### config.mk
export PLATFORM = sky130hd
export DESIGN_NAME = nonce_collector
export DESIGN_NICKNAME = d
export VERILOG_FILES = /design/src/rtl/nonce_collector.sv
export SDC_FILE = /design/constraint.sdc
export NUM_CORES = 1
export LEC_CHECK = 0
export CAP_MARGIN = 0
export CORE_ASPECT_RATIO = 1.1
export CORE_MARGIN = 2
export CORE_UTILIZATION = 41
export DETAILED_ROUTE_END_ITERATION = 12
export GPL_ROUTABILITY_DRIVEN = 0
export GPL_TIMING_DRIVEN = 0
export SETUP_SLACK_MARGIN = 0.05
export SLEW_MARGIN = 20
export SYNTH_ARGS = -nofsm -noshare
export SYNTH_HDL_FRONTEND = slang
export SYNTH_SLANG_ARGS = --single-unit
### constraint.sdc
create_clock -name clk -period 8 [get_ports clk]
set_clock_uncertainty 0.2 [all_clocks]
set_input_delay 1.2 -clock clk [delete_from_list [all_inputs] [get_ports clk]]
set_output_delay 1.2 -clock clk [all_outputs]
set_load 0.01 [all_outputs]
### src/rtl/nonce_collector.sv
// Collects miner nonce hits into a small FIFO tagged with the current job id.
// Hits are blanked for SETTLE cycles after reset/new_work so stale pipeline results are not reported.
module nonce_collector #(
   parameter int DEPTH  = 8,
   parameter int SETTLE = 400,
   parameter int JOB_W  = 8
) (
   input  logic                     clk,
   input  logic                     reset,
   input  logic                     nonce_found,
   input  logic [31:0]              nonce_out,
   input  logic                     new_work,
   input  logic                     rd_ready,
   output logic                     rd_valid,
   output logic [31:0]              rd_nonce,
   output logic [JOB_W-1:0]         rd_job,
   output logic [$clog2(DEPTH):0]   count,
   output logic                     blanking,
   output logic                     overflow,
   output logic [15:0]              drop_count
);

   localparam int PW = $clog2(DEPTH);
   localparam int SW = $clog2(SETTLE + 1);
   localparam logic [SW-1:0] SETTLE_LD = SW'(SETTLE);
   localparam logic [PW:0]   FULL_CNT  = (PW + 1)'(DEPTH);

   logic [31:0]      mem_nonce [DEPTH];
   logic [JOB_W-1:0] mem_job   [DEPTH];
   logic [PW-1:0]    wr_ptr;
   logic [PW-1:0]    rd_ptr;
   logic [SW-1:0]    settle_cnt;
   logic [JOB_W-1:0] job_id;

   logic full;
   logic hit_live;
   logic pop;
   logic push;
   logic drop;

   assign full     = (count == FULL_CNT);
   assign blanking = (settle_cnt != '0);
   assign rd_valid = (count != '0);
   assign hit_live = nonce_found && !blanking && !new_work;
   // new_work flushes the queue, so a handshake in that cycle must not move the read pointer
   assign pop      = rd_valid && rd_ready && !new_work;
   assign push     = hit_live && (!full || pop);
   assign drop     = hit_live && full && !pop;

   // Head is masked while empty so the outputs read zero after reset and flush
   assign rd_nonce = rd_valid ? mem_nonce[rd_ptr] : '0;
   assign rd_job   = rd_valid ? mem_job[rd_ptr]   : '0;

   always_ff @(posedge clk) begin
      if (!reset && push) begin
         mem_nonce[wr_ptr] <= nonce_out;
         mem_job[wr_ptr]   <= job_id;
      end
   end

   always_ff @(posedge clk) begin
      if (reset) begin
         wr_ptr     <= '0;
         rd_ptr     <= '0;
         count      <= '0;
         settle_cnt <= SETTLE_LD;
         job_id     <= '0;
         overflow   <= 1'b0;
         drop_count <= '0;
      end else if (new_work) begin
         wr_ptr     <= '0;
         rd_ptr     <= '0;
         count      <= '0;
         settle_cnt <= SETTLE_LD;
         job_id     <= job_id + 1'b1;
         overflow   <= 1'b0;
         drop_count <= '0;
      end else begin
         if (settle_cnt != '0)
            settle_cnt <= settle_cnt - 1'b1;
         if (push)
            wr_ptr <= wr_ptr + 1'b1;
         if (pop)
            rd_ptr <= rd_ptr + 1'b1;
         case ({push, pop})
            2'b10:   count <= count + 1'b1;
            2'b01:   count <= count - 1'b1;
            default: count <= count;
         endcase
         if (drop) begin
            overflow <= 1'b1;
            if (drop_count != 16'hFFFF)
               drop_count <= drop_count + 1'b1;
         end
      end
   end

endmodule
==> reports/summary.txt <==
Hold-fix buffers, CTS - 0
Fmax - 219 MHz
Most frequent cells in the layout - 320 x edfxtp_1, 99 x clkdlybuf4s50_1, 80 x mux4_2, 65 x nor2_1
Hold depth - 2
RSZ-0062 raised after global routing - no
Remaining antenna violation count - 0
TritonCTS clock tree - done
Tot Pwr - 3.87 mW
Clock H-tree levels - 2
Drt total wl - 29700 um
Post-Synthesis Cells - 777
Max_cap viols - 0
Synthesized flop and latch total - 367
Clk slew on worst S/H paths - 0.05 ns
GRT Util Overall - 16.5%
I/O pin count - 100
Die W - 183 um
Placed Instances - 1346
IO buf count - 99
R2R setup slack - 4.29 ns
Crit end category - output pin
CP max FO - 10
CTS-repair resized insts - 0
Ant. Diodes - 0
Top FF cell, synth - edfxtp_1
Routed len/inst - 21.0 um
TritonRoute pass-1 iters - 5
Worst vdd ir - 0.000127 V
Hold Vio Cnt, Final - 0
Tmin final - 4.56 ns
Clk buf depth - 3
Final net count - 989
Worst hold path type - reg2reg
Avg Cell Area, Syn - 18.6 um2
Syn nets - 823
Hold_ws - 0.252 ns
Number of global-route vias before repair - 7707
Global-route wire length before repair - 45400 um
Slew headroom - 21.5%
Area growth syn-to-layout - 22.6%
Post-synth EDFFs - 320
CTS Sinks - 367
Initial Util - 41.2%
Initial antenna violation count - 0
Cell Pwr Density - 219 nW/um2
PnR worst setup slack - 3.44 ns
# DRC - 0
Mapped Area - 14400 um2
Async set or reset register ratio after synthesis - 0%
Tcrit/Tclk final - 57.0%
Critical path required time - 6.60 ns
TritonCTS Buffers - 39
Crit Reg-Reg Startpoint - settle_cnt[0]
Worst slack, placed - 3.43 ns
Slew @ Worst Pin - 1.17 ns
Layout cells sized above 1 - 19.0%
Post-CTS Repair Setup Buffers - 0
Hold Path End - overflow
Outcome - finished clean
DIE AREA - 36700 um2
Routed vias - 7484
Die Ht - 201 um
Startpoint types - flop
Std cell rows - 72
Core ar. - 35000 um2
Clk_lat worst skew - 0.52 ns
Total grt overflow - 0
Hold Path Origin - overflow
CP Data Arrival Time - 3.16 ns
1st-iter DRT viols - 493
Number of library cell types mapped by synthesis - 44
Final max-slew violation count - 0
RR Endpoint - mem_nonce[1][16]
Finished Layout Cells - 1416
Final setup vio count - 0
Critical path class - reg2out
Seq/Total Area, Yosys - 73.2%
Root Driver - clkbuf_16
Largest net degree at the start of global routing - 20
Synth warn - 0
Vias per inst - 5.29
R2R depth - 11
Leak - 5.46 nW
DPL Wire Length - 18600 um
Commonest non-fill, non-tap cell in the layout - edfxtp_1
[metrics by stage]
stage               utilization (%)  instance area [um2]  setup TNS, ns
finish                         50.6                17700              0
floorplan                         -                14400              0
global route                   50.6                17700              0
CTS                            50.6                17700              0
detailed placement             47.0                16400              0
global placement               45.7                16000        -106.86
[worst max-delay path, cell delays in order, from the launching register on]
cell and delay, ns:
dfxtp_1 0.36, nor4_2 0.99, clkbuf_1 0.56, nor2_1 0.20, clkdlybuf4s50_1 0.53
[sequential cells by signal, summed over array words and instances (netlist names), named ones only]
register	flops
rd_ptr	3
overflow	1
mem_job	64
mem_nonce	256
wr_ptr	3
drop_count	16
job_id	8
settle_cnt	9
count	4
[area by class of cell]
| cell class | instances | area (um2) |
|---|---|---|
| fill | 2866 | 17300 |
| sequential | 367 | 10600 |
| multi-input combinational | 361 | 3720 |
| timing repair buffer | 125 | 1410 |
| clock buffer | 53 | 1070 |
| tap | 444 | 556 |
| clock inverter | 17 | 173 |
| buffer | 35 | 150 |
| inverter | 14 | 52.6 |
[worst max-delay path by stage]
stage               slack [ns]               end  depth (start not counted)  startpoint
floorplan                 2.37     mem_job[0][0]                          6    new_work
global placement         -1.55  mem_nonce[0][12]                          7    new_work
detailed placement        3.43  mem_nonce[1][12]                         10    new_work
CTS                       3.35         rd_job[7]                          4    count[2]
global route              3.33         rd_job[7]                          4    count[2]
finish                    3.44       rd_nonce[3]                          4    count[2]
[cells in the mapped netlist (all sizes together) (11+ instances only)]
| library cell | number | share of area, % |
|---|---|---|
| edfxtp | 320 | 67 |
| mux4 | 80 | 12 |
| nor2 | 71 | 1.8 |
| dfxtp | 47 | 6.5 |
| mux2i | 47 | 3.3 |
| clkbuf | 23 | 0.60 |
| nand2 | 23 | 0.60 |
| a21oi | 19 | 0.66 |
| nand3 | 15 | 0.52 |
| inv | 14 | 0.36 |
| buf | 12 | 0.44 |
| or3 | 11 | 0.48 |
| xor2 | 11 | 0.67 |
[per-layer routing]
| layer | track usage [%] | vias up | part of all wire (%) |
|---|---|---|---|
| met3 | 3.19 | 43 | 5.6 |
| met5 | 0 | - | 0 |
| met4 | 4.34 | 0 | 1.8 |
| li1 | - | 3420 | - |
| met1 | 22.6 | 3815 | 44 |
| met2 | 27.2 | 206 | 49 |
[power breakdown]
| group | internal (mW) | switching [mW] | total [mW] |
|---|---|---|---|
| combinational | 0.0245 | 0.0292 | 0.0537 |
| clock | 1.04 | 0.695 | 1.73 |
| sequential | 2.08 | 0.00658 | 2.09 |
| total | 3.14 | 0.731 | 3.87 |
[kinds of logic after synthesis]
family	after synthesis	share of synthesized area [%]
muxes	127	15.8
xor gates and xnor gates	18	1.09
buffers and inverters	49	1.41
DFF	367	73.2
and+or+nand+nor	166	5.82
AOI/OAI and AO/OA	41	1.90
adders and majority gates	9	0.833
Power figures use the tool's default switching activity.
